===== src/rtl/dpram_stream_reader.sv =====
`default_nettype none
// ============================================================================
//  Module      : dpram_stream_reader
//  Description : Read-side engine for a dual-port RAM port whose read data
//                arrives one cycle after the address edge. A start pulse
//                reads a contiguous, wrapping address range. The words are
//                then emitted as a valid/ready stream through a 4-entry FIFO.
//                The FIFO absorbs both the RAM latency and downstream stalls.
//  Ports       : clock, reset_n       - clock, synchronous active-low reset
//                start, start_addr,
//                length               - transfer request (sampled when idle)
//                busy, done           - transfer status
//                mem_addr, mem_q      - RAM read port
//                out_data, out_valid,
//                out_ready, out_last  - output stream
//  Revision    : 1.0 - initial release
// ============================================================================
module dpram_stream_reader #(
  parameter int ADDR_W = 8,
  parameter int DATA_W = 8
) (
  input  logic              clock,
  input  logic              reset_n,
  input  logic              start,
  input  logic [ADDR_W-1:0] start_addr,
  input  logic [ADDR_W:0]   length,
  output logic              busy,
  output logic              done,
  output logic [ADDR_W-1:0] mem_addr,
  input  logic [DATA_W-1:0] mem_q,
  output logic [DATA_W-1:0] out_data,
  output logic              out_valid,
  input  logic              out_ready,
  output logic              out_last
);

  typedef enum logic [1:0] {
    S_IDLE = 2'd0,
    S_RUN  = 2'd1,
    S_DONE = 2'd2
  } state_t;

  state_t              state_q, state_d;
  logic [ADDR_W-1:0]   rd_ptr_q, rd_ptr_d;
  logic [ADDR_W:0]     issue_rem_q, issue_rem_d;
  logic [ADDR_W:0]     emit_rem_q, emit_rem_d;
  logic                inflight_q, inflight_d;
  logic [DATA_W-1:0]   fifo_q [4];
  logic [DATA_W-1:0]   fifo_d [4];
  logic [1:0]          wr_idx_q, wr_idx_d;
  logic [1:0]          rd_idx_q, rd_idx_d;
  logic [2:0]          count_q, count_d;

  logic                issue;
  logic                push;
  logic                pop;

  always_comb begin
    state_d     = state_q;
    rd_ptr_d    = rd_ptr_q;
    issue_rem_d = issue_rem_q;
    emit_rem_d  = emit_rem_q;
    fifo_d      = fifo_q;
    wr_idx_d    = wr_idx_q;
    rd_idx_d    = rd_idx_q;
    count_d     = count_q;

    // A read in flight already owns a FIFO slot, so counting it here is
    // what guarantees the FIFO can never overflow.
    issue = (state_q == S_RUN) && (issue_rem_q != '0) &&
            (({1'b0, count_q} + {3'b000, inflight_q}) < 4'd4);
    push  = inflight_q;
    pop   = (count_q != 3'd0) && out_ready;

    inflight_d = issue;

    if (issue) begin
      rd_ptr_d    = rd_ptr_q + ADDR_W'(1);
      issue_rem_d = issue_rem_q - (ADDR_W + 1)'(1);
    end

    if (push) begin
      fifo_d[wr_idx_q] = mem_q;
      wr_idx_d         = wr_idx_q + 2'd1;
    end

    if (pop) begin
      rd_idx_d   = rd_idx_q + 2'd1;
      emit_rem_d = emit_rem_q - (ADDR_W + 1)'(1);
    end

    case ({push, pop})
      2'b10:   count_d = count_q + 3'd1;
      2'b01:   count_d = count_q - 3'd1;
      default: count_d = count_q;
    endcase

    case (state_q)
      S_IDLE: begin
        if (start) begin
          rd_ptr_d    = start_addr;
          issue_rem_d = length;
          emit_rem_d  = length;
          state_d     = (length == '0) ? S_DONE : S_RUN;
        end
      end
      S_RUN: begin
        if (pop && (emit_rem_q == (ADDR_W + 1)'(1))) begin
          state_d = S_DONE;
        end
      end
      S_DONE: begin
        state_d = S_IDLE;
      end
      default: begin
        state_d = S_IDLE;
      end
    endcase
  end

  always_ff @(posedge clock) begin
    if (!reset_n) begin
      state_q     <= S_IDLE;
      rd_ptr_q    <= '0;
      issue_rem_q <= '0;
      emit_rem_q  <= '0;
      inflight_q  <= 1'b0;
      wr_idx_q    <= 2'd0;
      rd_idx_q    <= 2'd0;
      count_q     <= 3'd0;
      for (int i = 0; i < 4; i++) begin
        fifo_q[i] <= '0;
      end
    end else begin
      state_q     <= state_d;
      rd_ptr_q    <= rd_ptr_d;
      issue_rem_q <= issue_rem_d;
      emit_rem_q  <= emit_rem_d;
      inflight_q  <= inflight_d;
      wr_idx_q    <= wr_idx_d;
      rd_idx_q    <= rd_idx_d;
      count_q     <= count_d;
      fifo_q      <= fifo_d;
    end
  end

  assign busy      = (state_q == S_RUN);
  assign done      = (state_q == S_DONE);
  assign mem_addr  = rd_ptr_q;
  assign out_data  = fifo_q[rd_idx_q];
  assign out_valid = (count_q != 3'd0);
  assign out_last  = out_valid && (emit_rem_q == (ADDR_W + 1)'(1));

endmodule
`default_nettype wire

===== config.mk =====
export PLATFORM = sky130hd
export DESIGN_NAME = dpram_stream_reader
export DESIGN_NICKNAME = d
export VERILOG_FILES = /design/src/rtl/dpram_stream_reader.sv
export SDC_FILE = /design/constraint.sdc
export NUM_CORES = 1
export LEC_CHECK = 0
export ABC_AREA = 1
export CAP_MARGIN = 30
export CORE_ASPECT_RATIO = 1.75
export CORE_MARGIN = 2
export CORE_UTILIZATION = 49
export DETAILED_ROUTE_END_ITERATION = 8
export PLACE_DENSITY = 0.76
export SLEW_MARGIN = 15
export SYNTH_ARGS = -nofsm -noshare
export SYNTH_HDL_FRONTEND = slang
export SYNTH_SLANG_ARGS = --single-unit

===== constraint.sdc =====
create_clock -name clock -period 1.9 [get_ports clock]
set_clock_uncertainty 0.15 [all_clocks]
set_input_delay 0.38 -clock clock [delete_from_list [all_inputs] [get_ports clock]]
set_output_delay 0.38 -clock clock [all_outputs]
set_load 0.1 [all_outputs]

==> results by stage, run 1 <==
Clock tree:
- The root buffer cell is clkbuf_16.
- The H-tree generated during clock tree synthesis spans 3 levels.
- The clock sink count is 68.
- No sink is reached through more buffers than the 2 on the longest clock path.
- The number of CTS-inserted buffers is 9.
- The clock latency on the worst-skew pair is roughly 0.33 ns.
- Buffers inserted to repair hold after CTS numbered 0.
- The clock tree from TritonCTS is yes.
- Clock-pin slew was measured on the worst setup and hold paths at ~0.060 ns.

Timing:
- The number of hold violations in the final report is 0.
- Of the available clock period, the critical path in the final layout requires 1.05.
- The number of slew-limit violations in the final report is 0.
- Setup repair after global routing could not meet its margin everywhere.
- The maximum achievable frequency is 500 MHz.
- After layout, the worst setup slack is -0.0988 ns.
- For the pin with the worst max-slew slack, the measured transition is 0.433 ns.
- Measured against its own limit, the worst slew margin works out to 0.711.
- After layout, the minimum clock period comes to ~2 ns.
- The worst hold slack across all endpoints is 0.334 ns.
- The number of setup violations in the final report is 7.

Placed design:
- The placement-stage cell area is around 4600 um2.
- The detailed placement HPWL is between 6 and 7 mm.
- The count of buffers added on input and output ports is 48.
- The weighted congestion reported at the end of routability-driven placement is 0.830.

Route:
- After detailed routing, the average wire length per cell comes to ~15 um.
- The starting DRC count in detailed routing is 259.
- The first detailed-routing pass ran for 5 iterations.
- The wire length reported by the detailed router is around 10 mm.
- The total vias in the final route is between 3k and 4k.
- Dividing the detail-routed via count by the number of cells gives 5.32.
- The count of nets left with antenna violations after detail routing is 0.
- After detailed routing, the number of remaining DRC violations is 0.

Critical path:
- In this run the critical register-to-register path is launched from count_q[0]$_SDFFE_PN0P_.
- Of all nets on the critical path, the largest fanout is 4.
- The signal on the critical path passes through nor2_4 > nand2_2 > nor2_4 > nand3_2 > a21oi_2 > buf_12.
- The worst reg2reg path depth is 11.
- The worst setup slack for register-to-register paths is 0.03 ns.
- Grouping stages by cell kind, the critical path spends the most delay in simple AND/OR/NAND/NOR gates.
- The endpoint of the worst-slack reg-to-reg timing path is count_q[2]$_SDFFE_PN0P_.
- The worst path required time is about 1.4 ns.
- The arrival time at the worst endpoint is 1.47 ns.
- STA classifies the critical path endpoint as a primary output.
- The start point of the critical path is emit_rem_q[5]$_SDFF_PN0_.
- The number of buffers and inverters on the critical path is 1.
- The most numerous cell type found on the critical path is nor2_4.
- STA classifies the critical path startpoint as a flip-flop.
- The critical path in this run is classified as reg2out.
- The largest single stage delay on the critical path is 0.36 ns.
- The slowest stage of the critical path is the dfxtp_4 cell.

Synth:
- The area share of the largest cell type after synthesis is 0.387.
- The basic-gate share of the synthesized area counting and, or, nand and nor cells is 0.289.
- The complex-gate fraction of the synthesized area is 0.157.
- The portion of synthesized area spent on multiplexers is 0.
- In this run, synthesis produced a sequential element count of 68.
- Of the total synthesized cell area, the portion taken by XOR and XNOR cells is 0.0274.
- The number of library cell types mapped by synthesis is 30.
- The number of nets handed over by synthesis was ~570.
- The mapped netlist covers roughly 3500 um2.
- After synthesis, the largest family of logic cells by area is simple AND/OR/NAND/NOR gates.
- Yosys printed 0 warnings.
- In the post-synthesis netlist, the biggest area contributors are dfxtp_1 (39%), nor2_1 (11%), o21ai_0 (11%).
- The average footprint of a synthesized cell is about 6.7 um2.
- The gate count of the mapped netlist is approximately 530.
- Of the total synthesized cell area, the portion taken by full adders, half adders and majority gates is 0.0377.
- The share of synthesized area occupied by flip-flops and latches is 0.387.
- The leading area contributor after synthesis is dfxtp_1.

GRT:
- Across every metal layer, demand over resource in global routing totals 0.261.
- The via count of the first global-routing pass is 3,623.
- The initial antenna violation count was 0.
- The final global-route overflow total is 0.
- Entering global routing, the biggest net connects 34 pins.
- The global-route wire length before repair is roughly 16 mm.

Hold path:
- The min-delay analysis places its worst path in the category reg2reg.
- The end of the worst hold path is issue_rem_q[1]$_SDFF_PN0_.
- The cell depth of the worst min-delay path is 2.
- In this run the most critical hold path is launched from issue_rem_q[1]$_SDFF_PN0_.

Pwr:
- The switching power of the nets is between 2 and 2.5 mW.
- The switching power share of the total is 0.395.
- The cell-internal power is 3.47 mW.
- The worst supply voltage drop on vdd is 0.689 mV.
- In this run the power density over the cells is 1100 nW/um2.
- Of the total power, registers draw 0.298.
- Summed over all cells, the static leakage comes to approximately 2.4 nW.
- The combinational group share of total power is 0.429.
- The fraction of power consumed by the clock network is 0.273.

Finish:
- In the layout the commonest cells are nor2_1 (98), nand2_1 (79), inv_1 (70).
- The final instance area is approximately 5200 um2.
- The post-layout net count is approximately 650.
- The layout has 498 filler cells.
- The area growth from synthesis to final layout is 48.1%.
- The most common library cell in the layout ignoring fill and taps is nor2_1.
- Of the cells placed in the final design, the portion with a size suffix greater than 1 is 0.232.
- 0 antenna diodes ended up in the layout.
- The sequential cells in the finished layout cover a total of approximately 1400 um2.
- The area taken by multi-input logic gates is 2110 um2.

Floorplanning:
- The initial utilization of the core area, before any placement, comes to 0.510.
- The die covers between 7000 and 8000 um2.
- The floorplan row count is 40.
- The number of top-level design ports is slightly below 50.
- The total area inside the core boundary comes to about 7000 um2.
- The die is 68.1 um wide.
- The vertical extent of the die is around 120 um.

Outcome:
- The final reports fail on setup timing.
- The flow ran to the end, but the final reports show violations.

Flow run:
- Across the run, the number of max-cap violations was 0.
[Yosys cell counts (all sizes together)]
library cell    n
a21oi          14
clkinv          1
o211ai          1
nand4           2
buf             4
nor2          110
o21bai          1
dfxtp          68
nand2          88
o21ai          80
nor3            2
a31oi           2
clkbuf         11
xnor2           3
nand3          36
fa              1
nand3b          2
xor2            8
ha              9
inv            77
o22ai           8
[power groups by stage]
stage / registers [mW] / clock network (mW) / logic (mW)
final: 1.71 / 1.57 / 2.46
after global routing: 1.73 / 1.65 / 2.61
after CTS: 1.68 / 1.58 / 2.31
after detailed placement: 1.70 / 0 / 2.21
after global placement: 1.70 / 0 / 2.16
after floorplan: 1.82 / 0 / 1.40
[metal layers]
layer | wire length, um | GRT usage | part of all wire
met1 | 3720 | 0.261 | 0.37
met5 | 0 | 0 | 0
met3 | 425 | 0.0559 | 0.042
met4 | 450 | 0.169 | 0.044
met2 | 5550 | 0.469 | 0.55
[state kept, by name, indices dropped and copies added (netlist names)]
name and cells:
state_q 2, mem_addr 8, issue_rem_q 9, inflight_q 1, emit_rem_q 9, count_q 3, rd_idx_q 2, wr_idx_q 2
fifo_q 32
[final cells by class]
class,count,area share
clock inverters,3,0.00408
inverters,78,0.0600
repair buffers,83,0.195
multi-input cells,367,0.404
flip-flops and latches,68,0.267
well taps,84,0.0201
clock buffers,13,0.0499
[per-stage QoR]
step	util	setup TNS (ns)	power [mW]	std cells	worst slack (ns)
after floorplan	-	-0.272	3.21	528	-0.272
after global placement	0.663	-0.487	3.86	664	-0.252
after detailed placement	0.663	-0.642	3.92	664	-0.327
after CTS	0.719	-0.0980	5.58	689	-0.0886
after global routing	0.755	-0.421	5.99	696	-0.160
final	0.755	-0.224	5.74	696	-0.0988
[cells by family after synthesis]
| group | count (synthesis) |
|---|---|
| DFF | 68 |
| buffers and inverters | 93 |
| xor gates and xnor gates | 11 |
| AOI/OAI and AO/OA | 106 |
| and+or+nand+nor | 240 |
| adders and majority gates | 10 |
[worst min-delay path, stage by stage, from the launching register on]
cell,delay (ns)
dfxtp_1,0.32
nand2_1,0.06
a31oi_1,0.06
[worst max-delay path by stage]
stage / end / slack, ns / depth (start not counted)
4_1_cts: out_last / -0.09 / 6
5_1_grt: out_last / -0.16 / 6
6_report: out_last / -0.1 / 6
2_1_floorplan: out_last / -0.27 / 5
3_3_place_gp: count_q[2]$_SDFFE_PN0P_ / -0.25 / 10
3_5_place_dp: count_q[2]$_SDFFE_PN0P_ / -0.33 / 10
[repair_timing]
item	4_1_cts	5_1_grt
gates cloned	0	1
setup endpoints to repair	9	15
pin swaps	5	16
buffers inserted	9	8
resized for setup	32	43
(Power assumes the default switching activity.)
==> inputs of run 2 (changes only) <==
--- a/config.mk
+++ b/config.mk
@@ -7,11 +7,13 @@
 export LEC_CHECK = 0
 export ABC_AREA = 1
 export CAP_MARGIN = 30
+export CELL_PAD_IN_SITES_DETAIL_PLACEMENT = 2
+export CELL_PAD_IN_SITES_GLOBAL_PLACEMENT = 2
 export CORE_ASPECT_RATIO = 1.75
 export CORE_MARGIN = 2
-export CORE_UTILIZATION = 49
+export CORE_UTILIZATION = 27
 export DETAILED_ROUTE_END_ITERATION = 8
-export PLACE_DENSITY = 0.76
+export PLACE_DENSITY_LB_ADDON = 0.1
 export SLEW_MARGIN = 15
 export SYNTH_ARGS = -nofsm -noshare
 export SYNTH_HDL_FRONTEND = slang
==> results by stage, run 2 (synthesized netlist as in run 1, its figures left out) <==
Outcome:
- The flow ran to the end, but the final reports show violations.
- The final reports fail on setup timing.

Floorplanning:
- The vertical extent of the die was 155 um (+34%).
- The initial cell density of the core is 0.274 (-0.236).
- The overall die area was 14,000 um2 (+77%).
- The number of top-level design ports is 49 (unchanged).
- The die outline width was 90.3 um (+33%).
- The floorplan row count came to 55 (+38%).
- The area of the placeable core is 12,900 um2 (+86%).

Critical path:
- The number of buffers and inverters on the critical path is 1 (unchanged).
- The start-to-end type of the worst setup path is reg2out.
- The largest stage delay on the critical path is 0.33 ns (-0.03 ns).
- In this run the critical register-to-register path is captured at count_q[1]$_SDFFE_PN0P_.
- STA classifies the critical path endpoint as a primary output.
- The worst reg2reg path depth came to 10 (-1).
- Walking the worst path, the cells encountered are nor2_4 > nand2_2 > nor2_4 > nand3_4 > a21oi_4 > buf_12.
- The arrival time at the worst endpoint is 1.47 ns (about the same).
- Broken down by cell family, the worst path's largest delay share belongs to simple AND/OR/NAND/NOR gates.
- The worst setup slack for register-to-register paths is -0.01 ns (-0.04 ns).
- The kind of start point of the critical path is a flip-flop.
- The largest fanout on the critical path is 2 (-2).
- The critical register-to-register path startpoint is count_q[2]$_SDFFE_PN0P_.
- By instance count, the cell type seen most on the critical path is nor2_4.
- The worst path required time is 1.37 ns (about the same).
- Among all stages on the critical path, the largest delay is contributed by dfxtp_2.

Route:
- The wire length reported by the detailed router is 14.2 mm (+40%).
- The starting DRC count in detailed routing is 80 (-69%).
- The number of iterations in the first detailed-routing pass is 4 (-1).
- The total vias in the final route came to 3,852 (+4.1%).
- The count of nets left with antenna violations after detail routing is 0 (unchanged).
- The detailed-route DRC error count came to 0 (unchanged).
- The routed length per instance is 17.8 um (+22%).
- The via-per-instance ratio is 4.83 (-9.2%).

Timing:
- The maximum achievable frequency is 500 MHz (about the same).
- The final cycle utilization of the critical path was 1.05 (about the same).
- The number of slew-limit violations in the final report was 0 (unchanged).
- The minimum clock period is 2.00 ns (+0.000645 ns).
- The slew of the pin with the lowest slew margin is 0.450 ns (+0.0176 ns).
- The worst hold slack across all endpoints came to 0.341 ns (+0.00616 ns).
- The number of setup violations in the final report is 10 (+3).
- The summed negative setup slack over all endpoints came to -0.378 ns (-0.154 ns).
- Setup repair after global routing could not meet its margin everywhere.
- The number of hold violations in the final report is 0 (unchanged).
- The worst slew margin relative to its limit came to 0.699 (-0.0121).
- The worst setup margin is -0.0995 ns (-0.000645 ns).

Placed design:
- The instance count after placement with tap cells included is 758 (+14%).
- The placement-stage cell area is 4780 um2 (+4.3%).
- The post-placement worst setup slack came to -0.388 ns (-0.0614 ns).
- The number of I/O port buffers is 48 (unchanged).
- The detailed placement HPWL is 9.63 mm (+50%).
- The weighted congestion reported at the end of routability-driven placement is 0.791 (-4.7%).

Pwr:
- The fraction of power consumed by the clock network was 0.280 (+0.007).
- The static leakage power came to 2.48 nW (+4.4%).
- The switching power share of the total is 0.403 (+0.00808).
- The worst supply voltage drop on vdd is 0.556 mV (-19%).
- The total design power is 6.22 mW (+8.3%).
- The combinational group share of total power came to 0.446 (+0.017).
- The sequential share of power is 0.274 (-0.024).
- The areal power density over the cells is 1110 nW/um2 (+0.76%).
- The switching power of the nets was 2.51 mW (+11%).
- The cell-internal power is 3.71 mW (+6.9%).

GRT:
- The global-route wire length before repair is 22.3 mm (+43%).
- The via count of the first global-routing pass was 4,357 (+20%).
- The overall fraction of global-route tracks in use is 0.204 (-0.0572).
- The initial antenna violation count came to 0 (unchanged).
- The final global-route overflow total came to 0 (unchanged).
- The largest net degree at the start of global routing is 37 (+8.8%).

Finish:
- Leaving out fill and tap cells, the most frequent cell in the layout is nor2_1.
- The area growth from synthesis to final layout is 59.3%.
- The count of placed standard cells in the final layout, fillers left out came to 798 (+15%).
- The count of antenna diodes in the layout is 0 (unchanged).
- The proportion of layout cells with a drive suffix above 1 is 0.270 (+0.0375).
- The share of the core filled with cells is 0.436 (-0.319).
- The post-layout net count is 661 (+2.3%).
- The number of flip-flops under the largest register name is 32 (unchanged).
- In the final layout, the registers with the most flip-flops are fifo_q x32, emit_rem_q x9, issue_rem_q x9.
- The final instance area was 5610 um2 (+7.5%).
- Leaving out fill and tap cells, the most frequent cells in the layout are nor2_1 (90), nand2_1 (79), inv_1 (69).
- The register containing the most flip-flops in the final layout is fifo_q.

Clock tree:
- The quantity of hold-fixing buffers added after cts came to 0 (unchanged).
- The clock tree from TritonCTS is yes.
- The H-tree depth is 3 (unchanged).
- The tree is rooted in a clkbuf_16.
- The clock latency on the worst-skew pair is 0.34 ns (about the same).
- The buffer levels on the longest clock path is 2 (unchanged).
- The number of CTS-inserted buffers was 9 (unchanged).
- The clock sink count is 68 (unchanged).
- The clock transition at the registers of the reported paths is 0.06 ns (about the same).

Hold path:
- The worst hold path begins at emit_rem_q[7]$_SDFF_PN0_.
- The type of the worst min-delay path is reg2reg.
- For hold timing, the worst endpoint is emit_rem_q[7]$_SDFF_PN0_.
- The cell depth of the worst min-delay path is 2 (unchanged).

Flow run:
- The max-cap violation count was 0 (unchanged).
==> run 2: cell count changes in the layout (fill, tap and decap cells not counted), moves of 2 or more <==
cell	delta
o21ai_4	+2
clkbuf_1	-2
nor2_4	+7
nand3_2	-2
nand3_4	+2
nor2_1	-8
buf_8	-2
buf_6	+2
o21ai_2	-2
buf_12	+3
buf_4	+10
inv_16	+2
==> run 2: worst max path at each step <==
stage,start,to,slack [ns],depth (start not counted)
4_1_cts,emit_rem_q[2]$_SDFF_PN0_,out_last,-0.13,6
6_report,emit_rem_q[5]$_SDFF_PN0_,out_last,-0.1,6
5_1_grt,emit_rem_q[5]$_SDFF_PN0_,out_last,-0.16,6
2_1_floorplan,emit_rem_q[3]$_SDFF_PN0_,out_last,-0.27,5
3_5_place_dp,out_ready,count_q[2]$_SDFFE_PN0P_,-0.39,10
3_3_place_gp,out_ready,count_q[2]$_SDFFE_PN0P_,-0.28,10
==> run 2: final cells by class <==
type | count | area [um2]
Timing Repair inverter | 2 | 31.3
Fill cell | 1472 | 7260
Sequential cell | 68 | 1390
Multi-Input combinational cell | 367 | 2200
Timing Repair Buffer | 96 | 1140
Tap cell | 171 | 214
Clock inverter | 6 | 63.8
Clock buffer | 10 | 239
Inverter | 78 | 324
==> run 2: routing by layer <==
| layer | vias up | part of all wire | global-route usage |
|---|---|---|---|
| met5 | - | 0 | 0 |
| met4 | 0 | 0.029 | 0.0828 |
| met3 | 25 | 0.020 | 0.0257 |
| met2 | 62 | 0.61 | 0.443 |
| met1 | 1903 | 0.34 | 0.181 |
| li1 | 1862 | - | - |
==> run 2: power by group through the flow <==
stage	clock network (mW)	registers [mW]	logic, mW
final	1.74	1.70	2.77
after global routing	1.84	1.72	2.96
after CTS	1.78	1.70	2.69
after detailed placement	0	1.71	2.36
after global placement	0	1.70	2.30
after floorplan	0	1.82	1.40
==> run 2: repair_timing <==
action,CTS,global route
pin swaps,11,16
setup buffers,16,7
gates cloned,3,0
hold endpoints to repair,0,0
gates resized for setup,80,23
endpoints found under the setup margin,10,15
==> run 2: worst reg2reg max path: cells and delay by family (launching register included) <==
kind,cells,cell delay (ns)
simple gates,5,0.63
fa+ha+maj,2,0.60
flops,1,0.33
buf+inv,2,0.10
compound gates,1,0.04
==> inputs of run 3 (changes only) <==
--- a/config.mk
+++ b/config.mk
@@ -10,7 +10,6 @@
 export CELL_PAD_IN_SITES_DETAIL_PLACEMENT = 2
 export CELL_PAD_IN_SITES_GLOBAL_PLACEMENT = 2
 export CORE_ASPECT_RATIO = 1.75
-export CORE_MARGIN = 2
 export CORE_UTILIZATION = 27
 export DETAILED_ROUTE_END_ITERATION = 8
 export PLACE_DENSITY_LB_ADDON = 0.1
@@ -18,3 +17,4 @@
 export SYNTH_ARGS = -nofsm -noshare
 export SYNTH_HDL_FRONTEND = slang
 export SYNTH_SLANG_ARGS = --single-unit
+export TNS_END_PERCENT = 1
==> results by stage, run 3 (synthesized netlist as in run 1, its figures left out) <==
Outcome:
- The flow ran to the end, but the final reports show violations.
- The checks that failed: setup timing.

Critical path:
- The worst setup path is captured at a primary output.
- The worst path required time was 1.37 ns (about the same).
- The start-to-end type of the worst setup path is reg2out.
- The arrival time at the worst endpoint was 1.46 ns (about the same).
- The kind of start point of the critical path is a flip-flop.
- The largest fanout on the critical path is 2 (unchanged).

Route:
- The detailed-route DRC error count was 0 (unchanged).
- The starting DRC count in detailed routing is 57 (-29%).
- The total vias in the final route is 3,773 (-2.1%).
- The routed length per instance is 16.2 um (-8.6%).
- The via-per-instance ratio came to 4.82 (-0.17%).
- The number of iterations in the first detailed-routing pass is 4 (unchanged).
- The count of nets left with antenna violations after detail routing is 0 (unchanged).
- The wire length reported by the detailed router is 12.7 mm (-10%).

Pwr:
- The static leakage power came to 2.39 nW (-3.6%).
- The switching power of the nets is 2.31 mW (-8.0%).
- The areal power density over the cells was 1160 nW/um2 (+4.9%).
- The cell-internal power is 3.82 mW (+3.0%).
- The worst supply voltage drop on vdd is 0.406 mV (-27%).
- The fraction of power consumed by the clock network is 0.322 (+0.042).
- The switching power share of the total is 0.376 (-0.0268).
- The sequential share of power is 0.272 (-0.002).
- The combinational group share of total power is 0.406 (-0.040).

Timing:
- The summed negative setup slack over all endpoints was -0.489 ns (-0.111 ns).
- The number of slew-limit violations in the final report is 0 (unchanged).
- The number of hold violations in the final report is 0 (unchanged).
- The worst slew margin relative to its limit is 0.740 (+0.0401).
- Setup repair after global routing could not meet its margin everywhere.
- The maximum achievable frequency is 504 MHz (+0.70%).
- The minimum clock period came to 1.99 ns (-0.0138 ns).
- The number of setup violations in the final report is 10 (unchanged).
- The worst setup margin was -0.0856 ns (+0.0138 ns).
- The slew of the pin with the lowest slew margin is 0.390 ns (-0.0601 ns).
- The final cycle utilization of the critical path is 1.05 (-0.00728).

Clock tree:
- The buffer levels on the longest clock path was 2 (unchanged).
- The number of CTS-inserted buffers is 9 (unchanged).
- The clock latency on the worst-skew pair is 0.33 ns (about the same).
- The clock tree from TritonCTS is yes.
- The clock sink count is 68 (unchanged).
- The quantity of hold-fixing buffers added after cts was 0 (unchanged).
- The root buffer cell is clkbuf_16.
- The H-tree depth is 3 (unchanged).
- The clock transition at the registers of the reported paths is 0.06 ns (about the same).

Finish:
- The area growth from synthesis to final layout is 49.6%.
- The final instance area was 5270 um2 (-6.0%).
- The count of placed standard cells in the final layout, fillers left out is 783 (-1.9%).
- The largest registers in the layout are fifo_q x32, emit_rem_q x9, issue_rem_q x9.
- The most common library cell in the layout ignoring fill and taps is nor2_1.
- The proportion of layout cells with a drive suffix above 1 is 0.193 (-0.0760).
- In the layout the commonest cells are nor2_1 (101), nand2_1 (80), inv_1 (73).
- The post-layout net count is 649 (-1.8%).
- The number of flip-flops under the largest register name is 32 (unchanged).
- The share of the core filled with cells is 0.419 (-0.0165).
- The count of antenna diodes in the layout came to 0 (unchanged).
- The register containing the most flip-flops in the final layout is fifo_q.

Flow run:
- The max-cap violation count is 0 (unchanged).

Placed design:
- The weighted congestion reported at the end of routability-driven placement is 0.765 (-3.3%).
- The detailed placement HPWL came to 9.53 mm (-0.95%).
- The number of I/O port buffers came to 48 (unchanged).
- The placement-stage cell area is 4770 um2 (-0.18%).
- The instance count after placement with tap cells included is 761 (+0.40%).

Floorplanning:
- The number of top-level design ports is 49 (unchanged).
- The area of the placeable core is 12,600 um2 (-2.3%).
- The initial cell density of the core is 0.280 (+0.00657).
- The floorplan row count was 54 (-1.8%).
- The vertical extent of the die was 153 um (-1.3%).
- The overall die area is 13,500 um2 (-3.5%).
- The die outline width came to 88.3 um (-2.2%).

GRT:
- The global-route wire length before repair is 20.7 mm (-7.3%).
- The via count of the first global-routing pass came to 4,220 (-3.1%).
- The final global-route overflow total is 0 (unchanged).
- The initial antenna violation count is 0 (unchanged).
- The overall fraction of global-route tracks in use is 0.202 (-0.00151).
- The largest net degree at the start of global routing is 56 (+51%).

Hold path:
- The tightest min-delay check is of the reg2reg type.
## run 3: changes by cell type in the layout (fill, tap and decap cells not counted), sizes merged
| cell | previous run | this run |
|---|---|---|
| clkinvlp | 2 | 1 |
| bufinv | 1 | 3 |
| clkdlybuf4s50 | 27 | 28 |
| dlygate4sd2 | 1 | 0 |
| buf | 68 | 58 |
| inv | 79 | 77 |
| clkinv | 4 | 3 |
## run 3: repair_timing
item	CTS	global route
setup buffers	4	2
gates cloned	0	0
gates resized for setup	33	12
endpoints found under the setup margin	12	12
pin swaps	4	5
## run 3: through the flow
stage / hold slack [ns] / total power, mW / setup slack, ns
6_report: 0.333 / 6.13 / -0.0856
5_1_grt: 0.375 / 6.43 / -0.143
4_1_cts: 0.341 / 6.17 / -0.142
3_5_place_dp: 0.327 / 4.08 / -0.467
3_3_place_gp: 0.309 / 4.00 / -0.374
2_1_floorplan: 0.300 / 3.17 / -0.272
## run 3: area by class of cell
type | instances | area (um2)
Fill cell | 1510 | 7300
Multi-Input combinational cell | 367 | 2030
Sequential cell | 68 | 1370
Timing Repair Buffer | 86 | 1020
Inverter | 78 | 294
Clock buffer | 10 | 239
Tap cell | 168 | 210
Clock inverter | 6 | 111
## run 3: final timing paths
check	startpoint	end	slack (ns)	depth (start not counted)
max reg2reg	count_q[2]$_SDFFE_PN0P_	count_q[2]$_SDFFE_PN0P_	0.02	11
min reg2reg	emit_rem_q[7]$_SDFF_PN0_	emit_rem_q[7]$_SDFF_PN0_	0.33	2
max	emit_rem_q[5]$_SDFF_PN0_	out_last	-0.09	6
min	emit_rem_q[7]$_SDFF_PN0_	emit_rem_q[7]$_SDFF_PN0_	0.33	2
## run 3: critical path, cell delays in order, from the launching register on
cell     delay, ns
dfxtp_2       0.33
nor2_4        0.11
nand2_2       0.09
nor2_4        0.16
nand3_4       0.10
a21oi_4       0.15
buf_12        0.19
## run 3: routing by layer
metal	global-route usage	routed length, um
met4	0.0676	247
met1	0.190	4450
met5	0	0
met2	0.418	7770
met3	0.0265	247
## run 3: power by group through the flow
stage | Clock [mW] | Sequential [mW] | Combinational (mW)
floorplan | 0 | 1.80 | 1.36
global placement | 0 | 1.67 | 2.33
detailed placement | 0 | 1.68 | 2.39
CTS | 2.02 | 1.67 | 2.48
global route | 2.08 | 1.69 | 2.67
finish | 1.97 | 1.67 | 2.49
